==> config.mk <==
export PLATFORM = sky130hd
export DESIGN_NAME = exmem_stage
export DESIGN_NICKNAME = d
export VERILOG_FILES = /design/src/rtl/exmem_stage.sv
export SDC_FILE = /design/constraint.sdc
export NUM_CORES = 1
export LEC_CHECK = 0
export CAP_MARGIN = 0
export CELL_PAD_IN_SITES_DETAIL_PLACEMENT = 0
export CELL_PAD_IN_SITES_GLOBAL_PLACEMENT = 1
export CORE_UTILIZATION = 27
export DETAILED_ROUTE_END_ITERATION = 10
export GPL_TIMING_DRIVEN = 0
export HOLD_SLACK_MARGIN = 0.15
export PLACE_DENSITY_LB_ADDON = 0.1
export SYNTH_ARGS = -nofsm -noshare
export SYNTH_HDL_FRONTEND = slang
export SYNTH_SLANG_ARGS = --single-unit
==> constraint.sdc <==
create_clock -name clk -period 3.15 [get_ports clk]
set_clock_uncertainty 0.1 [all_clocks]
set_input_delay 0.63 -clock clk [delete_from_list [all_inputs] [get_ports clk]]
set_output_delay 0.63 -clock clk [all_outputs]
set_load 0.02 [all_outputs]
==> src/rtl/exmem_stage.sv <==
// EX/MEM pipeline register with architectural Z/C flags and ALU carry-in feedback.
// Optional result forwarding is enabled by defining EXMEM_RESULT_FWD_EN.
module exmem_stage #(
   parameter int REG_AW = 3
) (
   input  logic              clk,
   input  logic              rst,
   input  logic              ex_valid,
   input  logic [7:0]        ex_result,
   input  logic              ex_zero,
   input  logic              ex_carry,
   input  logic [7:0]        ex_store_data,
   input  logic [REG_AW-1:0] ex_rd,
   input  logic              ex_reg_we,
   input  logic              ex_mem_read,
   input  logic              ex_mem_write,
   input  logic              ex_flag_we_z,
   input  logic              ex_flag_we_c,
   input  logic              stall,
   input  logic              flush,
   input  logic [REG_AW-1:0] fwd_rs,
   output logic              mem_valid,
   output logic [7:0]        mem_result,
   output logic [7:0]        mem_store_data,
   output logic [REG_AW-1:0] mem_rd,
   output logic              mem_reg_we,
   output logic              mem_mem_read,
   output logic              mem_mem_write,
   output logic              flag_z,
   output logic              flag_c,
   output logic              alu_carry_in,
   output logic              fwd_hit,
   output logic [7:0]        fwd_data
);

   logic              valid_q, valid_d;
   logic [7:0]        result_q, result_d;
   logic [7:0]        store_data_q, store_data_d;
   logic [REG_AW-1:0] rd_q, rd_d;
   logic              reg_we_q, reg_we_d;
   logic              mem_read_q, mem_read_d;
   logic              mem_write_q, mem_write_d;
   logic              flag_z_q, flag_z_d;
   logic              flag_c_q, flag_c_d;
   logic              accept_s;

   assign accept_s = ex_valid & ~stall & ~flush;

   // Next-state for the stage registers: flush squashes, stall holds, else load.
   always_comb begin
      valid_d      = valid_q;
      result_d     = result_q;
      store_data_d = store_data_q;
      rd_d         = rd_q;
      reg_we_d     = reg_we_q;
      mem_read_d   = mem_read_q;
      mem_write_d  = mem_write_q;
      if (flush) begin
         valid_d     = 1'b0;
         reg_we_d    = 1'b0;
         mem_read_d  = 1'b0;
         mem_write_d = 1'b0;
      end else if (stall) begin
         valid_d = valid_q;
      end else begin
         valid_d      = ex_valid;
         result_d     = ex_result;
         store_data_d = ex_store_data;
         rd_d         = ex_rd;
         reg_we_d     = ex_reg_we & ex_valid;
         mem_read_d   = ex_mem_read & ex_valid;
         mem_write_d  = ex_mem_write & ex_valid;
      end
   end

   // Flags change only on an accepted instruction, each under its own enable.
   always_comb begin
      if (accept_s && ex_flag_we_z) begin
         flag_z_d = ex_zero;
      end else begin
         flag_z_d = flag_z_q;
      end
      if (accept_s && ex_flag_we_c) begin
         flag_c_d = ex_carry;
      end else begin
         flag_c_d = flag_c_q;
      end
   end

   // State registers with synchronous reset.
   always_ff @(posedge clk) begin
      if (rst) begin
         valid_q      <= 1'b0;
         result_q     <= 8'h00;
         store_data_q <= 8'h00;
         rd_q         <= '0;
         reg_we_q     <= 1'b0;
         mem_read_q   <= 1'b0;
         mem_write_q  <= 1'b0;
         flag_z_q     <= 1'b0;
         flag_c_q     <= 1'b0;
      end else begin
         valid_q      <= valid_d;
         result_q     <= result_d;
         store_data_q <= store_data_d;
         rd_q         <= rd_d;
         reg_we_q     <= reg_we_d;
         mem_read_q   <= mem_read_d;
         mem_write_q  <= mem_write_d;
         flag_z_q     <= flag_z_d;
         flag_c_q     <= flag_c_d;
      end
   end

   assign mem_valid      = valid_q;
   assign mem_result     = result_q;
   assign mem_store_data = store_data_q;
   assign mem_rd         = rd_q;
   assign mem_reg_we     = reg_we_q;
   assign mem_mem_read   = mem_read_q;
   assign mem_mem_write  = mem_write_q;
   assign flag_z         = flag_z_q;
   assign flag_c         = flag_c_q;
   // Carry-in comes only from the register, never from ex_carry, to avoid an ALU loop.
   assign alu_carry_in   = flag_c_q;

`ifdef EXMEM_RESULT_FWD_EN
   // Loads are excluded: their data only exists after the memory access.
   assign fwd_hit  = valid_q & reg_we_q & ~mem_read_q & (rd_q == fwd_rs);
   assign fwd_data = result_q;
`else
   assign fwd_hit  = 1'b0;
   assign fwd_data = 8'h00;
`endif

endmodule

### Yosys cells after proc, flatten, opt, wreduce, memory -nomap -nowiden

Index checks and enable logic that the tools add are counted.

| storage, ports and cells | value |
|---|---|
| bits in registers | 25 |
| output and inout bits | 35 |
| bits of input ports | 34 |
| logic and storage cells | 20 |

| operators by class | value |
|---|---|
| bitwise operators | 7 |
| reduce and logical (&&, ||, !) cells | 4 |

Operators by type and width:

| operator | number |
|---|---|
| 1-bit AND | 5 |
| 1-bit logical AND | 2 |
| 1-bit NOT | 2 |
| 2-bit AND reduction | 1 |
| 2-bit OR reduction | 1 |

### Longest topological paths before layout

Gate-level depths: netlist of the first run.

| logic depth | value |
|---|---|
| word-level depth | 4 |
| mapped depth | 4 |
| mapped depth without buffers | 2 |

### Least setup slack after synthesis of the first run

Ideal clock, no wire load.

| path | value |
|---|---|
| path kind | input to register |
| from | input stall |
| to | register rd_q[0], in the netlist mem_rd[0] |
| stages | 4 |
| required time | 2.980 ns |
| path buffers | 2 |
| setup slack | 1.666 ns |
| arrival | 1.314 ns |
| setup time | 0.070 ns |
| path through | buf_6 -> buf_6 -> or3b_1 -> a21oi_1 |

| on the way | value |
|---|---|
| longest elaborated chain between the ends | 2 |

RTL lines:

| item | line | text |
|---|---|---|
| start, declared | 19 | `input logic stall,` |
| 1-bit NOT (no source line) | - |  |
| 2-bit AND reduction (no source line) | - |  |
| end signal, assigned | 106 | `rd_q <= rd_d;` |
| end, declared | 39 | `logic [REG_AW-1:0] rd_q, rd_d;` |

No other way between the ends.
A chain may end at the register's enable or synchronous reset.

### Worst setup path in the final report of the first run

| path | value |
|---|---|
| from | register flag_c_q, in the netlist alu_carry_in |
| to | output flag_c |

RTL lines:

| item | line | text |
|---|---|---|
| start, declared | 44 | `logic flag_c_q, flag_c_d;` |
| start signal, assigned | 111 | `flag_c_q <= flag_c_d;` |
| end, declared | 30 | `output logic flag_c,` |

No word-level cell between the ends.

==> impl_metrics.yaml, run 1 <==
worst_hold_path:
  hold_end: "mem_mem_write"
  hold_class: "reg -> reg"
  whs_path_depth: 2
  min_from: "mem_mem_write"
floorplanning:
  die_w_um: 66.9
  num_rows: 23
  core_area_sq_mm: 0.00403
  start_util_pct: 28.2
  pin_count: 69
  die_area_sq_mm: 0.00448
  die_height_um: 66.9
placed_design:
  place_congestion: 0.715
  numPortBuffers: 55
  dp_hpwl_um: 2200
detailed_routing:
  vias: 1079
  post_drt_via_cell_ratio: 4.48
  drtPass1Iterations: 2
  ant_nets: 0
  wl_um: 2960
  drc: 0
  wl_per_cell_um: 12.3
  drt_iter0_drc: 36
setup_path:
  worstPathMaxFanout: 3
  path_class: "reg -> out"
  cp_slowest_stage_delay_ns: 0.59
  setup.worst_path.end_class: "output pin"
  path_cells: "buf_4 > clkdlybuf4s50_1"
  timing.rr.end: "mem_result[0]"
  rr_worst_depth: 2
  arrival_ns: 1.34
  r2r_slack_ns: 2.39
  worstReg2RegStart: "mem_result[0]"
  crit_slowest_cell: "clkdlybuf4s50_1"
  timing.critical_path.required_ns: 2.42
  critPathLaunchType: "flip-flop"
final_layout:
  antenna_cells: 0
  syn2layout_area_growth_pct: 60.8
  fin_nets: 226
  utilization_pct: 45.4
  layout-drive-gt1-share_pct: 11.0
  num-fill-cells: 399
  multi_input_area_sq_um: 529
  layout_commonest_cell: "clkdlybuf4s50_1"
  final_cell_mix: "clkdlybuf4s50_1, dfxtp_1, a21oi_1"
  ff_latch_area_sq_um: 500
pwr:
  switching_power_uw: 183
  sw_frac_of_total_pct: 26.7
  clkPwrFrac_pct: 29.2
  p_leak_uw: 0.000679
  pwr-share-comb_pct: 21.8
  power_frac_seq_pct: 49.0
  p_per_area_mw_per_mm2: 373
  max-vdd-ir-drop_uv: 176
  intPower_uw: 500
cts:
  postCtsSetupRepairBufs: 0
  htreeDepth: 1
  clockRootBuffer: "clkbuf_8"
  path_clk_slew_ns: 0.09
  cts_tree: "yes"
  cts-buffers-inserted: 3
  insertion_delay_ns: 0.26
  numClockSinks: 25
  holdBufCountCts: 0
  cts.repair.resized: 0
  ctsLongestPathBuffers: 2
timing:
  hold_violations: 0
  period_minus_slack_ns: 2.07
  tns_ns: 0
  rsz0062_at_grt: "no"
  timing.fmax_mhz: 482
  timing.final.max_slew_violations: 0
  setup_viol: 0
  min_period_over_period_pct: 65.8
status:
  status: "finished, final reports clean"
logic_synthesis:
  syn_area_sq_mm: 0.00114
  syn_avg_cell_area_sq_um: 9.17
  synth_cell_types: 18
  synth_cells: 124
  synth_seq_cells: 25
  yosysWarnings: 0
  ys_seq_area_share_pct: 44.0
grt:
  grt_pass1_vias: 1053
  grt_max_degree: 16
  use_met1_pct: 17.1
  overflow: 0
  track_usage_pct: 14.2
  grt_pass1_wl_um: 4770
  grt_use_met2_pct: 23.9
  top_usage_layer: "met2"
  met3_usage_pct: 3.42
  antenna_found_initial: 0
run:
  drv_cap: 0
==> power groups by stage <==
stage / logic [uW] / registers (uW) / clock network (uW)
after detailed placement: 149 / 342 / 0
final: 149 / 335 / 200
after floorplan: 59.9 / 357 / 0
after CTS: 150 / 335 / 207
after global routing: 162 / 336 / 223
after global placement: 148 / 342 / 0
==> metrics by stage <==
stage	area (sq um)	power, uW	setup WS, ns	std cells	hold slack (ns)
2_1_floorplan	1170	417	1.67	132	0.429
3_3_place_gp	1780	490	1.03	237	0.338
3_5_place_dp	1780	492	0.984	237	0.355
4_1_cts	1830	692	1.07	241	0.369
5_1_grt	1830	721	1.04	241	0.390
6_report	1830	683	1.08	241	0.360
==> registers in the layout, indices dropped and copies added, names as in the netlist <==
signal,flops
mem_mem_write,1
alu_carry_in,1
mem_valid,1
mem_reg_we,1
mem_mem_read,1
flag_z,1
mem_result,8
mem_rd,3
mem_store_data,8
==> cells in the mapped netlist <==
cell type / instances / area [sq um]
a21oi_1: 22 / 110
and4bb_1: 2 / 25.0
buf_1: 1 / 3.75
buf_2: 5 / 25.0
buf_4: 10 / 75.1
buf_6: 2 / 22.5
clkbuf_1: 3 / 11.3
conb_1: 1 / 3.75
dfxtp_1: 25 / 500
mux2i_1: 3 / 30.0
nand2_1: 3 / 11.3
nand2b_1: 4 / 25.0
nand3b_1: 3 / 22.5
nor2_1: 1 / 3.75
o21ai_0: 9 / 45.0
o21ai_1: 10 / 50.1
or2_1: 1 / 6.26
or3b_1: 19 / 166
==> critical path, delay by kind of cell, from the launching register on <==
family / cells / cell delay (ns)
flip-flops: 1 / 0.37
buffers and inverters: 2 / 0.71
==> worst max path at each step <==
stage,from,cells after the start,end
CTS,alu_carry_in,2,flag_c
detailed placement,rst,4,mem_store_data[2]
floorplan,stall,4,mem_rd[0]
global placement,rst,4,mem_store_data[0]
finish,alu_carry_in,2,flag_c
global route,alu_carry_in,2,flag_c
==> layer usage <==
metal	share of wire, %	up-vias
li1	-	551
met1	45	496
met2	49	30
met3	5.9	2
met4	0.78	0
met5	0	-
==> cells by family (layout without fill, tap and decap cells) <==
family          count (synthesis)  count (layout)  share of synthesized area [%]
simple gates                   33              33                           22.9
mux                             3               3                           2.64
buf+inv                        21              80                           12.1
compound gates                 41              41                           18.0
flops                          25              25                           44.0
other cells                     1               9                          0.330
==> cell type report <==
class / instances / area share, %
buffer: 21 / 7.52
clock buffer: 3 / 2.26
clock inverter: 1 / 0.410
multi-input combinational: 86 / 28.9
sequential: 25 / 27.4
tap: 50 / 3.42
timing repair buffer: 55 / 30.1
Note: power is estimated with default switching activity, not from simulation.
==> run 2, diff against run 1 <==
--- a/config.mk
+++ b/config.mk
@@ -8,7 +8,7 @@
 export CAP_MARGIN = 0
 export CELL_PAD_IN_SITES_DETAIL_PLACEMENT = 0
 export CELL_PAD_IN_SITES_GLOBAL_PLACEMENT = 1
-export CORE_UTILIZATION = 27
+export CORE_UTILIZATION = 25
 export DETAILED_ROUTE_END_ITERATION = 10
 export GPL_TIMING_DRIVEN = 0
 export HOLD_SLACK_MARGIN = 0.15
==> constraint.sdc (replaced) <==
create_clock -name clk -period 2 [get_ports clk]
set_clock_uncertainty 0.1 [all_clocks]
set_input_delay 0.4 -clock clk [delete_from_list [all_inputs] [get_ports clk]]
set_output_delay 0.4 -clock clk [all_outputs]
set_load 0.02 [all_outputs]
==> run 2 against run 1 <==
  * Design area barely moved
  * Critical endpoint unchanged
  * Total power rose by 54%
  * Critical path type unchanged
  * Sequential share of layout area barely moved
  * Non-clock buffer count did not move
  * Cell count rose by 0.83%
  * Register-to-register slack got worse by 1.2 ns
  * Clock power rose by 46%
  * Die area rose by 7.8%
  * Sequential power rose by 58%
  * Worst hold slack got worse by 0.015 ns
==> impl_metrics.yaml, run 2 (synthesis gave the netlist of run 1 again) <==
status:
  status: "finished, final reports clean"
final_layout:
  num-fill-cells: 437
  antenna_cells: 0
  fin_nets: 226
  utilization_pct: 42.0
  syn2layout_area_growth_pct: 60.7
  layout_commonest_cell: "clkdlybuf4s50_1"
  stdcell_count: 243
  final_cell_mix: "clkdlybuf4s50_1, dfxtp_1, a21oi_1"
  layout-drive-gt1-share_pct: 10.5
cts:
  htreeDepth: 1
  holdBufCountCts: 0
  path_clk_slew_ns: 0.08
  postCtsSetupRepairBufs: 0
  cts_tree: "yes"
  numClockSinks: 25
  cts.repair.resized: 0
  ctsLongestPathBuffers: 2
  clockRootBuffer: "clkbuf_8"
  insertion_delay_ns: 0.26
  cts-buffers-inserted: 3
grt:
  grt_pass1_wl_um: 5330
  track_usage_pct: 13.5
  met3_usage_pct: 3.92
  grt_use_met2_pct: 22.1
  grt_pass1_vias: 1148
  antenna_found_initial: 0
  top_usage_layer: "met2"
  use_met1_pct: 17.8
  overflow: 0
  grt_max_degree: 14
pwr:
  clkPwrFrac_pct: 27.6
  sw_frac_of_total_pct: 25.1
  switching_power_uw: 264
  pwr-share-comb_pct: 22.3
  max-vdd-ir-drop_uv: 439
  intPower_uw: 789
  p_leak_uw: 0.000680
  p_per_area_mw_per_mm2: 576
  power_frac_seq_pct: 50.1
setup_path:
  timing.critical_path.required_ns: 1.50
  worstPathMaxFanout: 3
  crit_slowest_cell: "clkdlybuf4s50_1"
  path_cells: "buf_4 > clkdlybuf4s50_1"
  setup.worst_path.end_class: "output pin"
  path_class: "reg -> out"
  r2r_slack_ns: 1.24
  critPathLaunchType: "flip-flop"
  arrival_ns: 1.32
  cp_slowest_stage_delay_ns: 0.59
timing:
  rsz0062_at_grt: "no"
  timing.fmax_mhz: 548
  hold_violations: 0
  period_minus_slack_ns: 1.82
  setup_viol: 0
  min_period_over_period_pct: 91.2
  timing.final.max_slew_violations: 0
  tns_ns: 0
detailed_routing:
  post_drt_via_cell_ratio: 4.45
  ant_nets: 0
  wl_um: 3000
  drc: 0
  drt_iter0_drc: 22
  wl_per_cell_um: 12.3
  vias: 1082
  drtPass1Iterations: 4
placed_design:
  numPortBuffers: 55
  place_congestion: 0.723
  placed_cells: 239
  dp_hpwl_um: 2250
floorplanning:
  core_area_sq_mm: 0.00435
  die_w_um: 69.5
  num_rows: 24
  die_height_um: 69.5
  die_area_sq_mm: 0.00482
  start_util_pct: 26.1
  pin_count: 69
worst_hold_path:
  hold_class: "in -> reg"
run:
  drv_cap: 0
[run 2: changes by cell type in the layout (fill, tap and decap cells not counted)]
cell | previous run | this run
clkbuf_1 | 3 | 4
clkinvlp_4 | 1 | 0
[run 2: layer usage]
| layer | wire [um] | part of all wire [%] |
|---|---|---|
| met4 | 17 | 0.57 |
| met5 | 0 | 0 |
| met2 | 1390 | 46 |
| met1 | 1430 | 48 |
| met3 | 163 | 5.4 |
[run 2: worst paths after layout]
| check | startpoint | to | cells after the start |
|---|---|---|---|
| setup reg to reg | mem_result[7] | mem_result[7] | 2 |
| hold / removal | stall | mem_store_data[7] | 3 |
| hold reg to reg | mem_mem_write | mem_mem_write | 2 |
| setup / recovery | alu_carry_in | flag_c | 2 |
[run 2: final cells by class]
type                            count  area, sq um  area share, %
Buffer                             21          138           7.53
Tap cell                           52         65.1           3.56
Clock buffer                        4         45.0           2.46
Timing Repair Buffer               55          551           30.1
Multi-Input combinational cell     86          529           29.0
Sequential cell                    25          500           27.4
[run 2: critical path, delay by kind of cell, from the launching register on]
| family | cells | cell delay, ns |
|---|---|---|
| buffers and inverters | 2 | 0.70 |
| DFF | 1 | 0.36 |
[run 2: per-stage QoR]
stage / total power, uW / setup WS, ns / cell area, sq um / hold WS [ns]
final: 1050 / 0.177 / 1830 / 0.345
after global routing: 1120 / 0.108 / 1830 / 0.347
after CTS: 1080 / 0.154 / 1830 / 0.343
after detailed placement: 775 / 0.0508 / 1780 / 0.346
after global placement: 773 / 0.0682 / 1780 / 0.343
after floorplan: 657 / 0.746 / 1170 / 0.429
[run 2: power groups by stage]
| stage | clock network [uW] | registers (uW) | logic [uW] |
|---|---|---|---|
| after floorplan | 0 | 563 | 94.3 |
| after global placement | 0 | 539 | 234 |
| after detailed placement | 0 | 539 | 236 |
| after CTS | 311 | 528 | 237 |
| after global routing | 340 | 531 | 254 |
| final | 291 | 528 | 235 |
==> run 3, diff against run 2 <==
--- a/config.mk
+++ b/config.mk
@@ -9,6 +9,7 @@
 export CELL_PAD_IN_SITES_DETAIL_PLACEMENT = 0
 export CELL_PAD_IN_SITES_GLOBAL_PLACEMENT = 1
 export CORE_UTILIZATION = 25
+export CTS_BUF_LIST = sky130_fd_sc_hd__clkbuf_16
 export DETAILED_ROUTE_END_ITERATION = 10
 export GPL_TIMING_DRIVEN = 0
 export HOLD_SLACK_MARGIN = 0.15
==> run 3 against run 2 <==
  * Global-route usage barely moved
  * Largest cell class unchanged
  * Critical path type unchanged
  * Maximum frequency rose by 0.84%
  * Highest routed layer unchanged
  * Critical endpoint unchanged
  * Sequential power barely moved
==> impl_metrics.yaml, run 3 (synthesis gave the netlist of run 1 again) <==
status:
  status: "finished, final reports clean"
pwr:
  p_per_area_mw_per_mm2: 641
  intPower_uw: 914
  max-vdd-ir-drop_uv: 579
  clkPwrFrac_pct: 36.1
  pwr-share-comb_pct: 19.7
  power_frac_seq_pct: 44.2
  sw_frac_of_total_pct: 23.4
  switching_power_uw: 280
  p_leak_uw: 0.000699
final_layout:
  final_cell_mix: "clkdlybuf4s50_1, dfxtp_1, a21oi_1"
  antenna_cells: 0
  syn2layout_area_growth_pct: 63.7
  finish.instance_area_sq_mm: 0.00186
  fin_nets: 226
  layout-drive-gt1-share_pct: 10.5
  layout_commonest_cell: "clkdlybuf4s50_1"
  num-fill-cells: 432
placed_design:
  pre_cts_slack_ns: 0.0508
  dp_hpwl_um: 2250
  postPlaceCellArea_sq_mm: 0.00178
  numPortBuffers: 55
  place_congestion: 0.723
cts:
  insertion_delay_ns: 0.25
  cts.repair.resized: 0
  numClockSinks: 25
  path_clk_slew_ns: 0.06
  htreeDepth: 1
  clockRootBuffer: "clkbuf_16"
  ctsLongestPathBuffers: 2
  cts-buffers-inserted: 3
  postCtsSetupRepairBufs: 0
  cts_tree: "yes"
  holdBufCountCts: 0
grt:
  grt_max_degree: 14
  overflow: 0
  grt_pass1_wl_um: 5320
  grt_pass1_vias: 1141
  antenna_found_initial: 0
  track_usage_pct: 13.5
setup_path:
  setup.worst_path.end_class: "output pin"
  arrival_ns: 1.31
  cp_slowest_stage_delay_ns: 0.59
  timing.critical_path.required_ns: 1.50
  crit_slowest_cell: "clkdlybuf4s50_1"
  worstPathMaxFanout: 3
  path_cells: "buf_4 > clkdlybuf4s50_1"
  path_class: "reg -> out"
  critPathLaunchType: "flip-flop"
timing:
  setup_viol: 0
  hold_violations: 0
  tns_ns: 0
  rsz0062_at_grt: "no"
  worst_slack_ns: 0.192
  timing.final.max_slew_violations: 0
  timing.fmax_mhz: 553
  min_period_over_period_pct: 90.4
  period_minus_slack_ns: 1.81
detailed_routing:
  drtPass1Iterations: 4
  wl_per_cell_um: 12.4
  drt_iter0_drc: 22
  vias: 1074
  drc: 0
  wl_um: 3000
  ant_nets: 0
  post_drt_via_cell_ratio: 4.42
floorplanning:
  core_area_sq_mm: 0.00435
  pin_count: 69
  start_util_pct: 26.1
  die_w_um: 69.5
  die_area_sq_mm: 0.00482
  num_rows: 24
  die_height_um: 69.5
worst_hold_path:
  hold_class: "reg -> reg"
run:
  drv_cap: 0
run 3: cell count changes in the layout (fill, tap and decap cells not counted):
cell	delta
clkbuf_1	-1
clkbuf_16	+3
clkbuf_8	-3
inv_1	+1
run 3: worst paths after layout:
path	startpoint	end	slack, ns	cells after the start
max	alu_carry_in	flag_c	0.19	2
min	mem_mem_write	mem_mem_write	0.35	2
max reg2reg	mem_result[7]	mem_result[7]	1.24	2
min reg2reg	mem_mem_write	mem_mem_write	0.35	2
run 3: cell type report:
type	instances	area (sq um)	area share [%]
Buffer	21	138	7.39
Clock buffer	3	75.1	4.03
Clock inverter	1	3.75	0.202
Multi-Input combinational cell	86	529	28.4
Sequential cell	25	500	26.9
Tap cell	52	65.1	3.49
Timing Repair Buffer	55	551	29.6
run 3: critical path: cells and delay by family, from the launching register on:
| family | cells | cell delay, ns |
|---|---|---|
| buf+inv | 2 | 0.70 |
| flops | 1 | 0.35 |
run 3: metal layers:
metal	track usage [%]	share of wire, %
met5	0	0
met4	2.49	0.57
met3	3.92	5.6
met2	21.9	46
met1	17.8	47
run 3: metrics by stage:
stage | utilization, % | std cells | hold slack [ns] | power (uW)
floorplan | - | 132 | 0.429 | 657
global placement | 40.9 | 239 | 0.343 | 773
detailed placement | 40.9 | 239 | 0.346 | 775
CTS | 42.8 | 243 | 0.355 | 1210
global route | 42.8 | 243 | 0.370 | 1260
finish | 42.8 | 243 | 0.348 | 1190
run 3: power by group through the flow:
stage / clock network [uW] / registers, uW / logic [uW]
floorplan: 0 / 563 / 94.3
global placement: 0 / 539 / 234
detailed placement: 0 / 539 / 236
CTS: 447 / 528 / 237
global route: 475 / 531 / 254
finish: 431 / 528 / 235
